[src/rtl/ahb_sram_slave.sv]
// AHB-Lite word slave in front of the single-request SRAM interface (start / writemode / io_done).
// Define AHB_SRAM_ERR_RESP_EN to enable transfer validity checks and the two-cycle ERROR response.
module ahb_sram_slave #(
    parameter int W_ADDR_SIZE_BITS = 16,
    parameter int DATA_BITS        = 24,
    parameter int TIMEOUT_CYCLES   = 64
) (
    input  logic                        clk,
    input  logic                        n_rst,
    input  logic                        hsel,
    input  logic [31:0]                 haddr,
    input  logic [1:0]                  htrans,
    input  logic                        hwrite,
    input  logic [2:0]                  hsize,
    input  logic [31:0]                 hwdata,
    input  logic                        hready,
    output logic [31:0]                 hrdata,
    output logic                        hreadyout,
    output logic [1:0]                  hresp,
    output logic                        mem_start,
    output logic                        mem_writemode,
    output logic [W_ADDR_SIZE_BITS-1:0] mem_address,
    output logic [DATA_BITS-1:0]        mem_w_data,
    input  logic [DATA_BITS-1:0]        mem_r_data,
    input  logic                        mem_io_done
);

    localparam logic [2:0] S_IDLE  = 3'd0;
    localparam logic [2:0] S_WDATA = 3'd1;
    localparam logic [2:0] S_REQ   = 3'd2;
    localparam logic [2:0] S_WAIT  = 3'd3;
    localparam logic [2:0] S_DONE  = 3'd4;
    localparam logic [2:0] S_ERR1  = 3'd5;
    localparam logic [2:0] S_ERR2  = 3'd6;

    localparam int              CNT_W    = $clog2(TIMEOUT_CYCLES);
    localparam logic [CNT_W-1:0] CNT_LAST = CNT_W'(TIMEOUT_CYCLES - 1);

    logic [2:0]                  r_state;
    logic [2:0]                  w_nxt;
    logic [CNT_W-1:0]            r_cnt;
    logic [31:0]                 r_hrdata;
    logic                        r_hreadyout;
    logic                        r_mem_start;
    logic                        r_mem_writemode;
    logic [W_ADDR_SIZE_BITS-1:0] r_mem_address;
    logic [DATA_BITS-1:0]        r_mem_w_data;
    logic                        w_accept;
    logic                        w_valid;
    logic [31:0]                 w_rd_word;
    logic                        w_unused;

    // DONE doubles as an idle slot so the next address phase pipelines in
    assign w_accept = ((r_state == S_IDLE) || (r_state == S_DONE)) && hsel && hready && htrans[1];

`ifdef AHB_SRAM_ERR_RESP_EN
    assign w_valid = (hsize == 3'b010) && (haddr[1:0] == 2'b00)
                   && ((haddr >> (W_ADDR_SIZE_BITS + 2)) == 32'd0);
`else
    assign w_valid = 1'b1;
`endif

    // Bits that do not reach the datapath in every configuration
    assign w_unused = ^{hwdata, haddr, hsize};

    always_comb begin
        w_rd_word                = '0;
        w_rd_word[DATA_BITS-1:0] = mem_r_data;
    end

    always_comb begin
        w_nxt = r_state;
        case (r_state)
            S_IDLE, S_DONE: begin
                if (!w_accept)     w_nxt = S_IDLE;
                else if (!w_valid) w_nxt = S_ERR1;
                else if (hwrite)   w_nxt = S_WDATA;
                else               w_nxt = S_REQ;
            end
            S_WDATA: w_nxt = S_REQ;
            S_REQ:   w_nxt = S_WAIT;
            S_WAIT: begin
                // io_done on the final count still completes normally
                if (mem_io_done) w_nxt = S_DONE;
                else if (r_cnt == CNT_LAST) begin
`ifdef AHB_SRAM_ERR_RESP_EN
                    w_nxt = S_ERR1;
`else
                    w_nxt = S_DONE;
`endif
                end
            end
            S_ERR1:  w_nxt = S_ERR2;
            S_ERR2:  w_nxt = S_IDLE;
            default: w_nxt = S_IDLE;
        endcase
    end

    always_ff @(posedge clk or negedge n_rst) begin
        if (!n_rst) begin
            r_state         <= S_IDLE;
            r_cnt           <= '0;
            r_hrdata        <= '0;
            r_hreadyout     <= 1'b1;
            r_mem_start     <= 1'b0;
            r_mem_writemode <= 1'b0;
            r_mem_address   <= '0;
            r_mem_w_data    <= '0;
        end else begin
            r_state     <= w_nxt;
            r_hreadyout <= !((w_nxt == S_WDATA) || (w_nxt == S_REQ) ||
                             (w_nxt == S_WAIT)  || (w_nxt == S_ERR1));
            r_mem_start <= (w_nxt == S_REQ);
            r_cnt       <= ((r_state == S_WAIT) && (w_nxt == S_WAIT)) ? r_cnt + 1'b1 : '0;
            if (w_accept && w_valid) begin
                r_mem_address   <= haddr[W_ADDR_SIZE_BITS+1:2];
                r_mem_writemode <= hwrite;
            end
            if (r_state == S_WDATA)
                r_mem_w_data <= hwdata[DATA_BITS-1:0];
            if ((r_state == S_WAIT) && mem_io_done && !r_mem_writemode)
                r_hrdata <= w_rd_word;
        end
    end

`ifdef AHB_SRAM_ERR_RESP_EN
    logic [1:0] r_hresp;

    always_ff @(posedge clk or negedge n_rst) begin
        if (!n_rst) r_hresp <= 2'b00;
        else        r_hresp <= ((w_nxt == S_ERR1) || (w_nxt == S_ERR2)) ? 2'b01 : 2'b00;
    end

    assign hresp = r_hresp;
`else
    assign hresp = 2'b00;
`endif

    assign hrdata        = r_hrdata;
    assign hreadyout     = r_hreadyout;
    assign mem_start     = r_mem_start;
    assign mem_writemode = r_mem_writemode;
    assign mem_address   = r_mem_address;
    assign mem_w_data    = r_mem_w_data;

endmodule

[config.mk]
export PLATFORM = sky130hd
export DESIGN_NAME = ahb_sram_slave
export DESIGN_NICKNAME = d
export VERILOG_FILES = /design/src/rtl/ahb_sram_slave.sv
export SDC_FILE = /design/constraint.sdc
export NUM_CORES = 1
export LEC_CHECK = 0
export ABC_CLOCK_PERIOD_IN_PS = 1500
export BUFFER_PORTS_ARGS = -buffer_cell sky130_fd_sc_hd__buf_4
export CORE_AREA = 2 2 88 99
export CTS_CLUSTER_SIZE = 20
export DETAILED_ROUTE_END_ITERATION = 10
export DIE_AREA = 0 0 90 101
export GPL_TIMING_DRIVEN = 0
export PLACE_DENSITY = 0.74
export SLEW_MARGIN = 40
export SYNTH_ARGS = -nofsm -noshare
export SYNTH_HDL_FRONTEND = slang
export SYNTH_SLANG_ARGS = --single-unit
[constraint.sdc]
create_clock -name clk -period 1.5 [get_ports clk]
set_input_delay 0.15 -clock clk [delete_from_list [all_inputs] [get_ports clk]]
set_output_delay 0.15 -clock clk [all_outputs]
set_load 0.02 [all_outputs]
==> impl_metrics.py <==
metrics = {
    "yosys": {
        "yosys-top-cells-count": "dfrtp_1 (75), mux2_2 (62), buf_4 (14), nor2_1 (6), o21ai_0 (4)",
        "ys_seq_area_share_pct": 61.8,
        "async_flop_share_pct": 100,
        "postSynthCellCount": 202,
        "synth.distinct_cells": 32,
        "syn_avg_cell_area_um2": 15.2,
        "yosysTopAreaCell": "dfrtp_1",
        "synth.most_common_cell": "dfrtp_1",
        "ys_dominant_reg_cell": "dfrtp_1",
        "synth_edf_count": 0,
        "yosysTopAreaCellShare_pct": 61.0,
        "ys_top_cells_by_area": "dfrtp_1 (61%), mux2_2 (23%), buf_4 (3.4%)",
        "syn-cell-area_mm2": 0.00308,
        "synth_warnings": 0,
        "ys_seq_elements": 76,
    },
    "placement": {
        "postPlaceCellArea_mm2": 0.00428,
        "port-buffer-count": 137,
        "dp_hpwl_mm": 4.77,
        "place.gp.congestion": 0.712,
    },
    "drt": {
        "wirelength_mm": 6.91,
        "via_per_inst": 4.49,
        "wl_per_cell_um": 14.2,
        "drtAntennaViolNets": 0,
        "drt-initial-drc-count": 17,
        "drc": 0,
        "first_pass_iters": 4,
        "vias": 2187,
    },
    "clock_network": {
        "cts_inserted_buffers": 9,
        "cts.sink_count": 76,
        "cts_tree": "yes",
        "cts_max_level": 3,
        "root_buffer": "clkbuf_8",
        "clkTransAtPathRegs_ns": 0.08,
        "clock_latency_ns": 0.34,
        "clock_path_buffers": 2,
    },
    "floorplan": {
        "io_pins": 176,
        "core-area_mm2": 0.00815,
        "dieHeight_um": 101,
        "rows": 35,
        "die_area_mm2": 0.00909,
        "die_w_um": 90,
        "start_util_pct": 37.8,
    },
    "run_status": {
        "violations": "negative setup slack",
        "status": "finished, violations left",
    },
    "power": {
        "ir_drop_mv": 0.972,
        "p_per_area_mw_per_mm2": 2220,
        "power.leakage_nw": 2.37,
    },
    "layout": {
        "diodes": 0,
        "fin_nets": 472,
        "multiInputGateArea_mm2": 0.00118,
        "syn2layout_area_growth_pct": 56.6,
        "fin_area_mm2": 0.00482,
        "register_area_mm2": 0.00190,
        "fillers": 701,
        "drive_above_1_share_pct": 67.6,
    },
    "worst_setup_path": {
        "crit_required_ns": 1.72,
        "path_class": "reg2reg",
        "ff2ff_path_depth": 5,
        "crit_slowest_cell": "dfrtp_2",
        "cpPeakStageDelay_ns": 0.42,
        "cp-end-kind": "flip-flop",
        "cp_max_fo": 5,
        "path_cells": "nand3b_4, nor3b_4, buf_6, buf_8, mux2_4",
        "cp-start-kind": "flip-flop",
        "worstPathArrival_ns": 1.72,
    },
    "sta": {
        "relSlewSlack_pct": 55.5,
        "setup_ws_ns": -0.00698,
        "fin_crit_ns": 1.51,
        "setup_viol": 7,
        "report.final.slew_viol_count": 0,
        "finalCritPeriodShare_pct": 100,
        "hold_ws_ns": 0.0365,
        "worst_pin_slew_ns": 0.668,
        "clock.fmax_mhz": 664,
        "rsz0062_at_grt": "yes",
        "hold_viol": 0,
        "finClkSkew_ns": 0.00883,
    },
    "global_routing": {
        "antenna_found_initial": 0,
        "grt_first_pass_wirelength_mm": 11.0,
        "grt_max_degree": 77,
        "grt-ovfl-total": 0,
        "grt_pass1_vias": 2322,
        "grt_usage_pct": 15.2,
    },
    "min_path": {
        "holdPathStages": 2,
        "holdCritPathClass": "in2reg",
    },
    "run": {
        "drv_cap": 0,
    },
}
path summary, 6_finish.rpt:
check / start / end / slack [ns]
worst max-delay path: r_state[2]$_DFF_PN0_ / hrdata[17]$_DFFE_PN0P_ / -0.007
worst min-delay path: hwdata[15] / mem_w_data[15]$_DFFE_PN0N_ / 0.04
worst max register to register: r_state[2]$_DFF_PN0_ / hrdata[17]$_DFFE_PN0P_ / -0.007
worst min register to register: r_cnt[0]$_DFF_PN0_ / r_cnt[0]$_DFF_PN0_ / 0.47
max in group asynchronous: n_rst / r_state[2]$_DFF_PN0_ / 0.60
min in group asynchronous: n_rst / mem_w_data[15]$_DFFE_PN0N_ / 0.41
kinds of logic after synthesis:
logic type / count (synthesis) / synth area share (%)
DFF: 76 / 61.8
muxes: 65 / 23.8
buffers and inverters: 21 / 5.04
and+or+nand+nor: 20 / 4.72
AOI/OAI and AO/OA: 15 / 3.25
xor gates and xnor gates: 3 / 0.854
adders and majority gates: 1 / 0.406
other: 1 / 0.122
worst max-delay path: cells and delay by family, from the launching register on:
| family | cells | cell delay, ns |
|---|---|---|
| simple gates | 2 | 0.35 |
| flops | 1 | 0.42 |
| mux | 1 | 0.30 |
| buf+inv | 2 | 0.32 |
flip-flops by register name (all words and copies together), names as in the netlist:
signal,cells
mem_start,1
r_cnt,6
mem_address,16
hreadyout,1
mem_w_data,24
mem_writemode,1
r_state,3
hrdata,24
layer usage:
metal | share of wire, % | GRT usage (%)
met1 | 39 | 17.5
met2 | 54 | 27.0
met3 | 5.4 | 3.52
met4 | 1.6 | 7.10
met5 | 0 | 0
through the flow:
step	worst slack, ns	cells	utilization, %	total power, W	setup TNS [ns]
global route	-0.0674	487	59.2	0.0113	-1.15
CTS	-0.0546	487	58.6	0.0107	-0.396
global placement	-0.224	459	52.5	0.00811	-6.75
detailed placement	-0.270	459	52.6	0.00826	-8.26
floorplan	-0.0434	211	-	0.00625	-0.845
finish	-0.00698	487	59.2	0.0107	-0.0266
cell usage in the layout, fill, tap and decap left out, types with 2 or more instances in the layout:
cell       synthesis  routed
clkbuf_8           0       9
conb_1             1      10
dfrtp_1           75      74
mux2_4             0      30
nand2b_1           3       3
buf_8              0       2
o21ai_0            4       4
clkbuf_1           1       2
buf_4             14     150
xnor2_1            2       2
nand3_1            2       2
a21oi_1            3       3
mux2_2            62      34
inv_1              2       2
or3_1              2       2
buf_6              3      14
nor2_1             6       5
nor3b_4            2       2
bufinv_16          0       3
what timing repair did:
item	in CTS	in global routing
pin swaps	3	2
hold endpoints to repair	75	0
setup buffers	9	0
hold buffers	1	0
gates cloned	4	0
gates resized for setup	39	15
endpoints found under the setup margin	61	51
area by class of cell:
class / count / area share (%)
clock inverter: 4 / 2.05
tap: 111 / 2.88
multi-input combinational: 114 / 24.5
timing repair buffer: 151 / 24.7
buffer: 18 / 3.50
inverter: 2 / 0.156
sequential: 76 / 39.5
clock buffer: 11 / 2.73
where the power goes:
part	switching [W]	internal [W]	leakage, nW
combinational	0.00243	0.00293	1.34
clock	0.000700	0.00110	0.114
sequential	0.000512	0.00304	0.917
Power figures use the tool's default switching activity.
